<file path="src/rtl/mem_pingpong_sequencer_if.sv">
// Bundle of the three streams that meet at the ping-pong sequencer:
//   write stream in  : wr_valid, wr_data, wr_ready
//   read stream out  : rd_valid, rd_data, rd_last, rd_ready
//   memory command   : mem_req, memoryena, mem_addr, mem_din, mem_dout
//   status           : blk_full
// The master modport is the sequencer; the slave modport is everything around it
// (deserializer, serializer, BRAM/decoder).
interface mem_pingpong_sequencer_if #(
  parameter int unsigned DATA_W = 8,
  parameter int unsigned ADDR_W = 4
);
  logic              wr_valid;
  logic [DATA_W-1:0] wr_data;
  logic              wr_ready;

  logic              rd_valid;
  logic [DATA_W-1:0] rd_data;
  logic              rd_last;
  logic              rd_ready;

  logic              mem_req;
  logic [1:0]        memoryena;
  logic [ADDR_W-1:0] mem_addr;
  logic [DATA_W-1:0] mem_din;
  logic [DATA_W-1:0] mem_dout;

  logic [1:0]        blk_full;

  modport master (
    input  wr_valid, wr_data, rd_ready, mem_dout,
    output wr_ready, rd_valid, rd_data, rd_last,
    output mem_req, memoryena, mem_addr, mem_din, blk_full
  );

  modport slave (
    output wr_valid, wr_data, rd_ready, mem_dout,
    input  wr_ready, rd_valid, rd_data, rd_last,
    input  mem_req, memoryena, mem_addr, mem_din, blk_full
  );
endinterface

</file>
<file path="src/rtl/mem_pingpong_sequencer.sv">
// Ping-pong BRAM sequencer. Streams incoming words into two BRAM blocks alternately
// and drains each filled block, in fill order, to a downstream consumer. At most one
// memory command per cycle is issued on the shared command bus.
//
// Ports:
//   clk    - system clock, rising edge
//   rst_n  - asynchronous active-low reset; discards all buffered contents
//   bus    - master side of mem_pingpong_sequencer_if:
//            write stream in (wr_valid/wr_data/wr_ready),
//            read stream out (rd_valid/rd_data/rd_last/rd_ready),
//            memory command (mem_req/memoryena/mem_addr/mem_din, mem_dout returns
//            one cycle after a read command), blk_full status per block.
//
// memoryena = {block_sel, write}: 00 rd blk1, 01 wr blk1, 10 rd blk2, 11 wr blk2.
module mem_pingpong_sequencer #(
  parameter int unsigned DATA_W = 8,
  parameter int unsigned ADDR_W = 4,
  parameter int unsigned DEPTH  = 16
) (
  input  logic                    clk,
  input  logic                    rst_n,
  mem_pingpong_sequencer_if.master bus
);

  localparam logic [ADDR_W-1:0] LastAddr = ADDR_W'(DEPTH - 1);

  logic              wr_blk_q;
  logic              rd_blk_q;
  logic [ADDR_W-1:0] wr_cnt_q;
  logic [ADDR_W-1:0] rd_cnt_q;
  logic              rd_inflight_q;
  logic              last_pend_q;   // rd_last flag for the word currently in flight
  logic              prio_q;        // winner of the next contest: 0 = write, 1 = read
  logic [1:0]        blk_full_q;
  logic              rd_valid_q;
  logic [DATA_W-1:0] rd_data_q;
  logic              rd_last_q;

  logic wr_req;
  logic rd_req;
  logic contest;
  logic wr_gnt;
  logic rd_gnt;

  // Requests are gated by rst_n so nothing is issued while reset is held, even though
  // a freshly reset write side would otherwise look eligible.
  always_comb begin
    wr_req  = rst_n & bus.wr_valid & ~blk_full_q[wr_blk_q];
    // A read may only be issued if its return has somewhere to land next cycle.
    rd_req  = rst_n & blk_full_q[rd_blk_q] & ~rd_inflight_q & (~rd_valid_q | bus.rd_ready);
    contest = wr_req & rd_req;
    wr_gnt  = wr_req & (~rd_req | ~prio_q);
    rd_gnt  = rd_req & (~wr_req | prio_q);
  end

  assign bus.wr_ready  = wr_gnt;
  assign bus.mem_req   = wr_gnt | rd_gnt;
  assign bus.memoryena = wr_gnt ? {wr_blk_q, 1'b1} :
                         rd_gnt ? {rd_blk_q, 1'b0} : 2'b00;
  assign bus.mem_addr  = wr_gnt ? wr_cnt_q : rd_gnt ? rd_cnt_q : '0;
  assign bus.mem_din   = wr_gnt ? bus.wr_data : '0;

  assign bus.rd_valid  = rd_valid_q;
  assign bus.rd_data   = rd_data_q;
  assign bus.rd_last   = rd_last_q;
  assign bus.blk_full  = blk_full_q;

  always_ff @(posedge clk or negedge rst_n) begin
    if (!rst_n) begin
      wr_blk_q      <= 1'b0;
      rd_blk_q      <= 1'b0;
      wr_cnt_q      <= '0;
      rd_cnt_q      <= '0;
      rd_inflight_q <= 1'b0;
      last_pend_q   <= 1'b0;
      prio_q        <= 1'b0;
      blk_full_q    <= 2'b00;
      rd_valid_q    <= 1'b0;
      rd_data_q     <= '0;
      rd_last_q     <= 1'b0;
    end else begin
      if (contest) begin
        prio_q <= ~prio_q;
      end

      if (wr_gnt) begin
        if (wr_cnt_q == LastAddr) begin
          blk_full_q[wr_blk_q] <= 1'b1;
          wr_blk_q             <= ~wr_blk_q;
          wr_cnt_q             <= '0;
        end else begin
          wr_cnt_q <= wr_cnt_q + 1'b1;
        end
      end

      // A grant requires no read in flight, so in-flight lasts exactly one cycle.
      rd_inflight_q <= rd_gnt;
      if (rd_gnt) begin
        last_pend_q <= (rd_cnt_q == LastAddr);
        if (rd_cnt_q == LastAddr) begin
          // Free the block on the final read command; its data is already requested.
          blk_full_q[rd_blk_q] <= 1'b0;
          rd_blk_q             <= ~rd_blk_q;
          rd_cnt_q             <= '0;
        end else begin
          rd_cnt_q <= rd_cnt_q + 1'b1;
        end
      end

      // Output register: a return always finds it empty or being emptied this edge.
      if (rd_inflight_q) begin
        rd_valid_q <= 1'b1;
        rd_data_q  <= bus.mem_dout;
        rd_last_q  <= last_pend_q;
      end else if (rd_valid_q && bus.rd_ready) begin
        rd_valid_q <= 1'b0;
      end
    end
  end

endmodule

</file>
<file path="src/flat_wrapper.sv">
// flat-port wrapper written by rule: the top's interface ports become plain ports
module mem_pingpong_sequencer_flat 
#(
  parameter int unsigned DATA_W = 8,
  parameter int unsigned ADDR_W = 4,
  parameter int unsigned DEPTH  = 16
)
  (clk, rst_n, bus_wr_valid, bus_wr_data, bus_rd_ready, bus_mem_dout, bus_wr_ready, bus_rd_valid, bus_rd_data, bus_rd_last, bus_mem_req, bus_memoryena, bus_mem_addr, bus_mem_din, bus_blk_full);
  mem_pingpong_sequencer_if #(.DATA_W(DATA_W), .ADDR_W(ADDR_W)) bus_i ();
  input  logic clk;
  input  logic rst_n;
  input wire logic [$bits(bus_i.wr_valid)-1:0] bus_wr_valid;
  input wire logic [$bits(bus_i.wr_data)-1:0] bus_wr_data;
  input wire logic [$bits(bus_i.rd_ready)-1:0] bus_rd_ready;
  input wire logic [$bits(bus_i.mem_dout)-1:0] bus_mem_dout;
  output wire logic [$bits(bus_i.wr_ready)-1:0] bus_wr_ready;
  output wire logic [$bits(bus_i.rd_valid)-1:0] bus_rd_valid;
  output wire logic [$bits(bus_i.rd_data)-1:0] bus_rd_data;
  output wire logic [$bits(bus_i.rd_last)-1:0] bus_rd_last;
  output wire logic [$bits(bus_i.mem_req)-1:0] bus_mem_req;
  output wire logic [$bits(bus_i.memoryena)-1:0] bus_memoryena;
  output wire logic [$bits(bus_i.mem_addr)-1:0] bus_mem_addr;
  output wire logic [$bits(bus_i.mem_din)-1:0] bus_mem_din;
  output wire logic [$bits(bus_i.blk_full)-1:0] bus_blk_full;
  assign bus_i.wr_valid = bus_wr_valid;
  assign bus_i.wr_data = bus_wr_data;
  assign bus_i.rd_ready = bus_rd_ready;
  assign bus_i.mem_dout = bus_mem_dout;
  assign bus_wr_ready = bus_i.wr_ready;
  assign bus_rd_valid = bus_i.rd_valid;
  assign bus_rd_data = bus_i.rd_data;
  assign bus_rd_last = bus_i.rd_last;
  assign bus_mem_req = bus_i.mem_req;
  assign bus_memoryena = bus_i.memoryena;
  assign bus_mem_addr = bus_i.mem_addr;
  assign bus_mem_din = bus_i.mem_din;
  assign bus_blk_full = bus_i.blk_full;
  mem_pingpong_sequencer #(.DATA_W(DATA_W), .ADDR_W(ADDR_W), .DEPTH(DEPTH)) u_core (.clk(clk), .rst_n(rst_n), .bus(bus_i));
endmodule
</file>
<file path="config.mk">
export PLATFORM = sky130hd
export DESIGN_NAME = mem_pingpong_sequencer_flat
export DESIGN_NICKNAME = d
export VERILOG_FILES = /design/src/rtl/mem_pingpong_sequencer_if.sv /design/src/rtl/mem_pingpong_sequencer.sv /design/src/flat_wrapper.sv
export SDC_FILE = /design/constraint.sdc
export NUM_CORES = 1
export LEC_CHECK = 0
export ABC_AREA = 1
export BUFFER_PORTS_ARGS = -buffer_cell sky130_fd_sc_hd__buf_2
export CAP_MARGIN = 20
export CORE_MARGIN = 8
export CORE_UTILIZATION = 49
export CTS_CLUSTER_SIZE = 8
export DETAILED_ROUTE_END_ITERATION = 10
export GPL_TIMING_DRIVEN = 0
export PLACE_DENSITY = 0.85
export SLEW_MARGIN = 25
export SYNTH_ARGS = -nofsm -noshare
export SYNTH_HDL_FRONTEND = slang
export SYNTH_SLANG_ARGS = --single-unit
</file>
<file path="constraint.sdc">
create_clock -name clk -period 1.8 [get_ports clk]
set_input_delay 0.36 -clock clk [delete_from_list [all_inputs] [get_ports clk]]
set_output_delay 0.36 -clock clk [all_outputs]
set_load 0.02 [all_outputs]
</file>
==> results.md <==
- Failing checks: setup timing
- Multiplexer area fraction after synthesis: 0.0712
- Largest family of logic cells by synthesized area: simple AND/OR/NAND/NOR gates
- Post-DRT Antenna Nets: 0
- Adder-cell share of the synthesized area: 0.0176
- Largest net degree at the start of global routing: 26
- Area growth syn-to-layout: 47.0%
- R2R Path Start: u_core.rd_cnt_q[1]
- Share of cells above drive strength 1: 0.553
- Synth unique cells: 35
- Hold_ws: 0.0331 ns
- Crit-path cells: inv_2 -> nand2_4 -> nand3_4 -> clkinv_4 -> nand2_8 -> buf_12 -> o22ai_4 -> buf_6
- Power share of the clock group: 0.122
- Initial antenna violation count: 0
- Switching Power: 840 uW
- Post-layout util: 0.759
- RSZ-0062 raised after global routing: true
- Compound-Gate Fraction of Synth Area: 0.0817
- Via density: 5.12
- CTS tree: built
- First-pass GRT wire length: 5870 microns
- DR pass1 iterations: 4
- Clock-pin slew on the worst setup and hold paths: 0.14 ns
- Later-pin clock latency in the skew report: 0.31 ns
- Relative slew slack: 0.743
- Worst Path Required: 1.44 ns
- Synth Area in Simple Gates: 0.263
- Final period util: 1.10
- CP arrival: 1.62 ns
- Critical Path End Type: primary output
- # IOs: 48
- DR iter-0 viols: 37
- HPWL Detailed: 2410 microns
- Final worst slack: -0.177 ns
- Final setup violation count: 16
- PD cells: 988 mW/mm^2
- Tmin final: 1.98 ns
- Ant. Diodes: 0
- Final WL: 3730 microns
- Worst Skew: 0.00131 ns
- Leak: 0.00109 uW
- WS Path Type: register to primary output
- FF-to-FF End: u_core.bus.blk_full[0]
- CP max stage delay: 0.45 ns
- Root Buffer: clkbuf_4
- Max frequency: 506 MHz
- Total gr overflow: 0
- Max Cap Viol: 0
- Post-layout net count: 238
- Avg WL per Cell: 15.2 microns
- Cell count after synthesis: 148
- GRT Util Overall: 0.140
- Via count: 1,260
- I/O Buffers: 47
- Startpoint types: register
- Final hold violations: 0
- Flop pwr share: 0.431
- Ys Warns: 0
- Die W: 69.9 microns
- Crit Path Max Fanout: 5
- Sw Ratio: 0.406
- Logic pwr share: 0.447
- Measured slew at the worst slew-check pin: 0.382 ns
- Worst Reg-to-Reg Cells: 6
- Post-route DRC: 0
- Status: complete, but fails checks
- Num rows: 19
- GP Congestion: 0.739
- Slew Limit Fails: 0
- Seq/Total Area, Yosys: 0.439
- Clock sink total: 25
- Initial Utilization: 0.516
- Post-Syn Area: 0.00142 sq mm
- CTS buffer count: 3
- Synthesized flop and latch total: 25
- CTS H-tree depth: 1
- Slowest CP cell: dfrtp_1
- Syn nets: 170
- Internal cell power: 1230 uW
- Core box area: 0.00276 sq mm
- Post-route setup TNS: -2.10 ns
- Number of global-route vias before repair: 1,342
- CTS max path bufs: 2
- R2r setup slk: 0.27 ns
- Syn_area_per_cell: 9.62 sq um
- Die H: 69.9 microns
- Design area: 0.00209 sq mm
- Die area: 0.00489 sq mm
- Placed cell areas: 0.00170 sq mm
- Synth Area in XOR/XNOR: 0.0246
- Worst min-delay path class: primary input to async pin
- Largest vdd supply drop: 0.987 mV
==> state kept, by name (all words and copies together) (netlist names) <==
| register | flops |
|---|---|
| u_core.bus.rd_data | 8 |
| u_core.rd_cnt_q | 4 |
| u_core.wr_cnt_q | 4 |
| u_core.bus.blk_full | 2 |
| u_core.bus.rd_last | 1 |
| u_core.bus.rd_valid | 1 |
| u_core.last_pend_q | 1 |
| u_core.prio_q | 1 |
| u_core.rd_blk_q | 1 |
| u_core.rd_inflight_q | 1 |
| u_core.wr_blk_q | 1 |
==> cell type report <==
type | instances | area [sq um]
multi-input cells | 95 | 749
fillers | 173 | 664
flip-flops and latches | 25 | 628
repair buffers | 63 | 494
inverters | 25 | 113
plain buffers | 3 | 42.5
well taps | 31 | 38.8
clock buffers | 3 | 22.5
clock inverters | 1 | 5.00
==> routing by layer <==
layer	part of all wire	global-route usage	up-vias
li1	-	-	607
met1	0.38	0.143	602
met2	0.53	0.256	51
met3	0.085	0.0621	0
met4	0	0.0313	0
met5	0	0	-
==> worst max path at each step <==
stage / from / endpoint / slack (ns) / depth (start not counted)
after global routing: u_core.wr_blk_q / bus_memoryena[1] / -0.25 / 8
after CTS: u_core.rd_inflight_q / bus_mem_addr[0] / -0.24 / 7
final: u_core.wr_blk_q / bus_mem_addr[0] / -0.18 / 8
after floorplan: u_core.bus.blk_full[0] / bus_mem_addr[2] / -0.01 / 6
after global placement: rst_n / bus_memoryena[1] / -0.35 / 9
after detailed placement: rst_n / bus_mem_addr[0] / -0.38 / 9
==> cells by family after synthesis <==
| group | Yosys count |
|---|---|
| and+or+nand+nor | 64 |
| buffers and inverters | 28 |
| DFF | 25 |
| AOI/OAI and AO/OA | 16 |
| muxes | 9 |
| xor gates and xnor gates | 4 |
| adders and majority gates | 2 |
==> cell usage in the layout, fill, tap and decap left out, drive strengths merged <==
| cell | instances |
|---|---|
| a22oi | 1 |
| o22ai | 2 |
| nor2 | 13 |
| buf | 66 |
| xnor2 | 1 |
| nor3 | 1 |
| nand3b | 1 |
| mux2 | 9 |
| nand3 | 12 |
| ha | 2 |
| o21ai | 7 |
| nand2 | 34 |
| o21bai | 3 |
| inv | 22 |
| clkinv | 4 |
| a21oi | 3 |
| dfrtp | 25 |
| xor2 | 3 |
| clkbuf | 3 |
| nand4 | 3 |
==> critical path: cells and delay by family, from the launching register on <==
family | cells | cell delay (ns)
buf+inv | 4 | 0.47
flops | 1 | 0.45
simple gates | 3 | 0.28
compound gates | 1 | 0.11
==> timing repair <==
| action | in CTS | in global routing |
|---|---|---|
| buffers inserted | 4 | 10 |
| pin swaps | 4 | 8 |
| hold buffers | 1 | 0 |
| gates cloned | 1 | 0 |
| resized for setup | 42 | 23 |
| endpoints found under the hold margin | 25 | 0 |
| setup endpoints to repair | 16 | 16 |
==> power groups by stage <==
stage	Combinational, uW	Clock [uW]	Sequential, uW
after CTS	856	261	880
after global placement	738	0	871
after detailed placement	763	0	885
after floorplan	426	0	976
final	925	252	891
after global routing	1010	285	914
==> synth_stat cells, drive strengths merged <==
cell     n  area, sq um
nand2   34          159
dfrtp   25          626
inv     23         93.8
nor2    13         76.3
nand3   12         77.6
mux2     9          101
o21ai    7         35.0
a21oi    3         26.3
buf      3         38.8
nand4    3         48.8
o21bai   3         22.5
xor2     3         26.3
clkinv   2         13.8
ha       2         25.0
o22ai    2         25.0
a22oi    1         7.51
nand3b   1         7.51
nor3     1         5.00
xnor2    1         8.76
==> through the flow <==
stage | cells | power (uW) | setup WS [ns]
finish | 246 | 2070 | -0.177
CTS | 236 | 2000 | -0.245
detailed placement | 226 | 1650 | -0.381
global route | 246 | 2210 | -0.248
floorplan | 148 | 1400 | -0.0127
global placement | 226 | 1610 | -0.347
Note: power is estimated with default switching activity, not from simulation.
